File: config.mk
export PLATFORM = sky130hd
export DESIGN_NAME = t_latch_toggle_sched
export DESIGN_NICKNAME = d
export VERILOG_FILES = /design/src/rtl/t_latch_toggle_sched.sv
export SDC_FILE = /design/constraint.sdc
export NUM_CORES = 1
export LEC_CHECK = 0
export ABC_AREA = 1
export BUFFER_PORTS_ARGS = -buffer_cell sky130_fd_sc_hd__buf_2
export CAP_MARGIN = 40
export CORE_ASPECT_RATIO = 1.5
export CORE_MARGIN = 10
export CORE_UTILIZATION = 60
export CTS_BUF_LIST = sky130_fd_sc_hd__clkbuf_8 sky130_fd_sc_hd__clkbuf_16
export DETAILED_ROUTE_END_ITERATION = 6
export PLACE_DENSITY = 0.84
export SYNTH_ARGS = -nofsm -noshare
export SYNTH_HDL_FRONTEND = slang
export SYNTH_SLANG_ARGS = --single-unit
export TNS_END_PERCENT = 50
File: constraint.sdc
create_clock -name clk -period 3.9 [get_ports clk]
set_clock_uncertainty 0.15 [all_clocks]
set_input_delay 0 -clock clk [delete_from_list [all_inputs] [get_ports clk]]
set_output_delay 0 -clock clk [all_outputs]
set_load 0.005 [all_outputs]
File: src/rtl/t_latch_toggle_sched.sv
// Round-robin toggle scheduler for a bank of T latches sharing one t line.
// Each grant runs setup/pulse/hold so enb is only raised while t is stable.
module t_latch_toggle_sched #(
  parameter int N         = 4,
  parameter int PULSE_CYC = 1,
  parameter int CNT_W     = 8,
  parameter logic [N-1:0] INIT_Q = '0
) (
  input  logic             clk,
  input  logic             rst_n,
  input  logic [N-1:0]     req,
  output logic [N-1:0]     ack,
  output logic             lat_t,
  output logic [N-1:0]     lat_enb,
  output logic [N-1:0]     q_shadow,
  output logic             busy,
  output logic [CNT_W-1:0] toggle_cnt
);

  localparam int IDX_W = (N > 1) ? $clog2(N) : 1;
  localparam int PC_W  = 4;

  typedef enum logic [1:0] {IDLE, SETUP, PULSE, HOLD} state_t;

  state_t             state_q, state_d;
  logic [IDX_W-1:0]   ptr_q, ptr_d;
  logic [IDX_W-1:0]   g_q, g_d;
  logic [PC_W-1:0]    pcnt_q, pcnt_d;
  logic [N-1:0]       q_shadow_q, q_shadow_d;
  logic [CNT_W-1:0]   toggle_cnt_q, toggle_cnt_d;
  logic               lat_t_q, lat_t_d;
  logic [N-1:0]       lat_enb_q, lat_enb_d;
  logic [N-1:0]       ack_q, ack_d;
  logic               busy_q, busy_d;
  logic               found;
  logic [IDX_W-1:0]   idx;

  always_comb begin
    state_d      = state_q;
    ptr_d        = ptr_q;
    g_d          = g_q;
    pcnt_d       = pcnt_q;
    q_shadow_d   = q_shadow_q;
    toggle_cnt_d = toggle_cnt_q;
    found        = 1'b0;
    idx          = '0;

    case (state_q)
      IDLE: begin
        // First requester at or above the pointer wins, wrapping at N.
        for (int i = 0; i < N; i++) begin
          idx = IDX_W'((int'(ptr_q) + i) % N);
          if (!found && req[idx]) begin
            found = 1'b1;
            g_d   = idx;
          end
        end
        if (found) begin
          if (g_d == IDX_W'(N - 1)) ptr_d = '0;
          else                      ptr_d = g_d + IDX_W'(1);
          state_d = SETUP;
        end
      end
      SETUP: begin
        pcnt_d  = '0;
        state_d = PULSE;
      end
      PULSE: begin
        if (pcnt_q == PC_W'(PULSE_CYC - 1)) begin
          state_d           = HOLD;
          q_shadow_d[g_q]   = ~q_shadow_q[g_q];
          toggle_cnt_d      = toggle_cnt_q + CNT_W'(1);
        end else begin
          pcnt_d = pcnt_q + PC_W'(1);
        end
      end
      HOLD:    state_d = IDLE;
      default: state_d = IDLE;
    endcase

    // Outputs are decoded from the next state so they land in flops.
    lat_t_d   = (state_d != IDLE);
    busy_d    = (state_d != IDLE);
    lat_enb_d = '0;
    ack_d     = '0;
    if (state_d == PULSE) lat_enb_d[g_d] = 1'b1;
    if (state_d == HOLD)  ack_d[g_d]     = 1'b1;
  end

  always_ff @(posedge clk or negedge rst_n) begin
    if (!rst_n) begin
      state_q      <= IDLE;
      ptr_q        <= '0;
      g_q          <= '0;
      pcnt_q       <= '0;
      q_shadow_q   <= INIT_Q;
      toggle_cnt_q <= '0;
      lat_t_q      <= 1'b0;
      lat_enb_q    <= '0;
      ack_q        <= '0;
      busy_q       <= 1'b0;
    end else begin
      state_q      <= state_d;
      ptr_q        <= ptr_d;
      g_q          <= g_d;
      pcnt_q       <= pcnt_d;
      q_shadow_q   <= q_shadow_d;
      toggle_cnt_q <= toggle_cnt_d;
      lat_t_q      <= lat_t_d;
      lat_enb_q    <= lat_enb_d;
      ack_q        <= ack_d;
      busy_q       <= busy_d;
    end
  end

  assign ack        = ack_q;
  assign lat_t      = lat_t_q;
  assign lat_enb    = lat_enb_q;
  assign q_shadow   = q_shadow_q;
  assign busy       = busy_q;
  assign toggle_cnt = toggle_cnt_q;

endmodule

# Word-level counts from Yosys, hierarchy flattened
# Index checks and enable logic that the tools add are counted.
# Widths: inputs -> output; s select.
dict set report classes {
  addsub 6
  magnitude_cmp 8
  eq_ne 7
  n_mux 37
  bitwise 1
  n_reduce_logical 15
}
# op n
set ops {}
lappend ops {{$lt 2x3->1 const B} 6}
lappend ops {{$mux 2} 9}
lappend ops {{$mux 1} 15}
lappend ops {{$mux 4} 3}
lappend ops {{$bmux 1 s2} 5}
lappend ops {{$eq 2x2->1 const B} 5}
lappend ops {{$add 8x1->8 const B} 1}
lappend ops {{$pmux 2 s4} 1}
lappend ops {{$pmux 4 s2} 1}
lappend ops {{$reduce_and 2->1} 3}
lappend ops {{$logic_and 1x1->1} 5}
lappend ops {{$add 2x1->2 const B} 2}
lappend ops {{$add 2x2->2 const B} 2}
lappend ops {{$add 4x1->4 const B} 1}
lappend ops {{$bwmux 4} 1}
lappend ops {{$demux 1 s2} 2}
lappend ops {{$ge 2x1->1 const B} 2}
lappend ops {{$logic_not 4->1} 1}
lappend ops {{$reduce_bool 2->1} 2}
lappend ops {{$logic_not 1->1} 3}
lappend ops {{$eq 2x1->1 const B} 1}
lappend ops {{$logic_not 2->1} 1}
lappend ops {{$ne 2x2->1 const B} 1}
lappend ops {{$not 1->1} 1}
dict set report totals {
  ff_bits 31
  inputBits 6
  elab_cells 83
}

# Longest topological paths before layout
dict set report logic_depth {
  word_depth 22
  mapped_depth 15
}

# Worst setup path after synthesis
# OpenSTA, ideal clock, no wires.
dict set report synth_path {
  path_kind {reg2reg}
  from {reg state_q[0]}
  to {reg toggle_cnt_q[7] (netlist: toggle_cnt[7])}
  setup_time_ns 0.079
  t_arrival_ns 1.631
  t_required_ns 3.671
  slack_ns 2.040
  stages_incl_launch_ff 10
  n_path_buf 0
  period_less_slack_ns 1.860
  cell_sequence {dfrtp_1 > inv_1 > ha_1 > inv_1 > nor2_2 > inv_1 > nor2_1 > nand3_1 > nor3_1 > xor2_1}
}
dict set report synth_between {
  elab_chain_cells 2
}
# item line
set synth_rtl {}
lappend synth_rtl {{start, declared} 25} ;# state_t state_q, state_d;
lappend synth_rtl {{start signal, assigned} 103} ;# state_q <= state_d;
lappend synth_rtl {{$eq 2x2->1} 48} ;# case (state_q)
lappend synth_rtl {{$reduce_and 2->1 (no line)} n/a}
lappend synth_rtl {{end signal, assigned} 108} ;# toggle_cnt_q <= toggle_cnt_d;
lappend synth_rtl {{end, declared} 30} ;# logic [CNT_W-1:0] toggle_cnt_q, toggle_cnt_d;
# Every way passes these cells.
# A chain may end at the register's enable or synchronous reset.

# Final worst setup path
dict set report layout_path {
  from {reg ptr_q[0]}
  to {reg lat_enb_q[1] (netlist: lat_enb[1])}
}
dict set report layout_between {
  elab_chain_cells 22
  word_cells_on_any_way 40
  classes_between {add/sub: 3; order compare: 2; eq/ne: 1; mux: 27; reduce/logical: 7}
}
# item line
set layout_rtl {}
lappend layout_rtl {{start, declared} 26} ;# logic [IDX_W-1:0] ptr_q, ptr_d;
lappend layout_rtl {{start signal, assigned} 104} ;# ptr_q <= ptr_d;
lappend layout_rtl {{$bmux 1 s2} 53} ;# if (!found && req[idx]) begin
lappend layout_rtl {{$mux 1 (implied by the code)} 53}
lappend layout_rtl {{$mux 1} 53}
lappend layout_rtl {{$mux 1} 48}
lappend layout_rtl {{$logic_not 1->1} 53}
lappend layout_rtl {{$logic_and 1x1->1} 53}
lappend layout_rtl {{$mux 1} 53}
lappend layout_rtl {{$mux 1} 48}
lappend layout_rtl {{[6 not listed]} n/a}
lappend layout_rtl {{$mux 2} 53}
lappend layout_rtl {{$mux 2 (2 in series)} 48}
lappend layout_rtl {{$lt 2x3->1 (implied by the code) or $ge 2x1->1 (tied branches)} 86} ;# if (state_d == PULSE) lat_enb_d[g_d] = 1'b1;
lappend layout_rtl {{$logic_and 1x1->1 (implied by the code)} 86}
lappend layout_rtl {{$mux 1 (implied by the code)} 86}
lappend layout_rtl {{$demux 1 s2} 86}
lappend layout_rtl {{$mux 4 *} 86}
lappend layout_rtl {{via lat_enb_d[1]} 32} ;# logic [N-1:0] lat_enb_q, lat_enb_d;
lappend layout_rtl {{end signal, assigned} 110} ;# lat_enb_q <= lat_enb_d;
lappend layout_rtl {{end, declared} 32}
# Mark *: on every way through the listed nets, which the timed path passes. The rest lies on a longest branch. The select of a mux whose other input is x is not followed.

==> impl_metrics.toml <==
[clocking]
clock_path_buffers = 2
cts_sinks = 31
worst_skew_pair.late_latency_ns = 0.28
clkTransAtPathRegs_ns = 0.06
h-tree-depth = 2
cts_made_buffers = 5
cts_tree = "done"
root_buffer = "clkbuf_8"
cts_setup_buffers = 0

[critical_path]
worstSetupPathType = "register to register"
start_kind = "register"
r2r_slack_ns = 1.68
required_ns = 3.95
cp_data_arrival_time_ns = 2.27
crit_path_max_fanout = 15
endpoint_kind = "register"

[synth]
ys_ff_latch = 31
ys_seq_area_frac = 0.4229
synthCells = 232
syn_nets = 245
netlist_area_um2 = 1834
synth_ff_type = "dfrtp_1"
avgSynthCellArea_um2 = 7.906
synth_edf_count = 0
async_flop_share = 1.000
yosys_warnings = 0
ys_types = 28

[power_and_ir_drop]
sequentialPowerShare = 0.285
clkPwrFrac = 0.168
ir_drop_uv = 536.4
switchingPower_uw = 895.4
intPower_mw = 1.013
pwr-share-comb = 0.547
powerDensity_nw_per_um2 = 897.0
p_sw_frac = 0.4693
leakage_nw = 1.200

[floorplan]
coreArea_um2 = 2913
initial_core_util = 0.6297
die_h_um = 87.72
die_x_um = 65.15
ioPinCount = 28
die_area_um2 = 5714
placementRows = 24

[layout]
utilization = 0.7302
syn_to_final_growth_pct = 15.96
drive_gt1_frac = 0.2444
diodes = 0
final_nets = 278
n_fill_cell = 242

[detailed_routing]
routed_via_density = 5.170
drt_first_pass_iters = 4
drt_iter0_drc = 48
wl_met1_um = 1352
met2WireLength_um = 2113
routed_wl_um = 3728
dr.max_layer_used = "met4"
wl_per_cell_um = 12.22
wl_met3_um = 191
route.detailed.drc = 0
ant_nets = 0
vias = 1577

[global_route]
grt_start_max_net_pins = 32
grt_pass1_vias = 1518
overflow = 0
antenna_found_initial = 0
grt_first_pass_wirelength_um = 6341
grt_usage = 0.1388

[placed_design]
dp_hpwl_um = 2962
routabilityCongestion = 0.8248
numPortBuffers = 27

[timing]
finalHoldViolCount = 0
layout_worst_path_cycle_share = 0.5692
setup-violations-final = 0
rsz0062_at_grt = "false"
slew_violations = 0
worstMarginPinSlew_ns = 0.6555
period_minus_slack_ns = 2.220
setup_tns_ns = 0
slew_headroom = 0.5630
timing.fmax_mhz = 450.5

[run_status]
status = "complete, no violations"

[min_path]
min_path_type = "input pin to asynchronous set/reset pin"

[run]
cap_violations = 0
-- repair_timing --
item / 4_1_cts / 5_1_grt
resized for setup: 0 / 0
hold buffers: 1 / 0
endpoints found under the hold margin: 31 / 0
-- synthesized netlist by cell type, types with 2 or more instances --
cell	count	area, um^2
nand2_4	4	45.04
nand2_1	73	274.0
nor2_1	16	60.06
nor2_2	2	12.51
nor3_1	4	20.02
inv_2	5	18.77
inv_1	22	82.58
o21ai_0	9	45.04
xor2_1	8	70.07
nand2_2	8	50.05
dfrtp_1	31	775.7
ha_1	7	87.58
a21oi_1	4	20.02
mux2_2	2	22.52
nand3_1	21	105.1
nand3_2	4	40.04
-- power by group through the flow --
stage               Sequential (mW)  Clock, mW  Combinational [mW]
floorplan                     0.530          0               0.811
global placement              0.546          0                1.03
detailed placement            0.550          0                1.05
CTS                           0.544      0.330                1.06
global route                  0.559      0.342                1.19
finish                        0.543      0.321                1.04
-- metrics by stage --
| stage | cells | worst slack, ns | hold slack, ns | area, um^2 | power (mW) |
|---|---|---|---|---|---|
| finish | 305 | 1.680 | 0.1352 | 2127 | 1.908 |
| detailed placement | 296 | 1.696 | -0.08617 | 1999 | 1.601 |
| global placement | 296 | 1.739 | -0.08430 | 1999 | 1.577 |
| floorplan | 232 | 2.040 | -0.4456 | 1834 | 1.340 |
| global route | 305 | 1.421 | 0.1964 | 2127 | 2.095 |
| CTS | 305 | 1.679 | 0.1453 | 2127 | 1.930 |
-- worst paths after layout --
path                                            from                         to  depth (start not counted)
max in group asynchronous                      rst_n       ptr_q[1]$_DFFE_PN0P_                          2
min in group clk                              req[2]       state_q[0]$_DFF_PN0_                          9
hold / removal                                 rst_n      pcnt_q[3]$_DFFE_PN0P_                          2
hold reg to reg            toggle_cnt[7]$_DFFE_PN0P_  toggle_cnt[7]$_DFFE_PN0P_                          1
setup reg to reg                ptr_q[0]$_DFFE_PN0P_       lat_enb[1]$_DFF_PN0_                         14
setup / recovery                ptr_q[0]$_DFFE_PN0P_       lat_enb[1]$_DFF_PN0_                         14
-- metal layers --
metal | global-route usage | up-vias
li1 | - | 798
met1 | 0.1240 | 745
met2 | 0.2725 | 29
met3 | 0.03964 | 5
met4 | 0.06836 | 0
met5 | 0 | -
-- area by class of cell --
type	count	area, um^2	area share
Clock inverter	2	35.03	0.01647
Inverter	29	115.1	0.05412
Timing Repair Buffer	28	145.1	0.06824
Sequential cell	31	775.7	0.3647
Tap cell	39	48.80	0.02294
Multi-Input combinational cell	170	924.6	0.4347
Clock buffer	6	82.58	0.03882
-- cells by family after synthesis --
| family | count (synthesis) | synth area share |
|---|---|---|
| AND/OR/NAND/NOR | 136 | 0.3527 |
| buffers and inverters | 31 | 0.07299 |
| flip-flops | 31 | 0.4229 |
| AO/OA/AOI/OAI | 16 | 0.04843 |
| XOR/XNOR | 9 | 0.04298 |
| adder cells (fa/ha/maj) | 7 | 0.04775 |
| multiplexers | 2 | 0.01228 |
-- flip-flops by register name, summed over array words and instances (netlist names) --
| signal | cells |
|---|---|
| busy | 1 |
| state_q | 2 |
| pcnt_q | 4 |
| ack | 4 |
| ptr_q | 2 |
| q_shadow | 4 |
| g_q | 2 |
| toggle_cnt | 8 |
| lat_enb | 4 |
-- worst max-delay path, cell delays in order (launching register included) --
cell and delay, ns:
dfrtp_1 0.64, inv_2 0.20, nand2_2 0.13, nand2_1 0.05, nand2_1 0.05, nand2_1 0.07
clkinv_2 0.10, nand3_2 0.12, inv_2 0.09, nand2_1 0.05, nand3_1 0.12, nand3_1 0.09
nand2_1 0.09, nand2_1 0.07, nor2_1 0.12
-- placed cells by master (no fill, tap or decap), types with 5 or more instances in the layout --
cell / instances
nor2_1: 16
nand2_1: 73
dfrtp_1: 31
o21ai_0: 9
clkbuf_8: 6
xor2_1: 8
buf_2: 27
nand3_1: 21
inv_1: 22
ha_1: 7
nand2_2: 8
inv_2: 5
(Power assumes the default switching activity.)
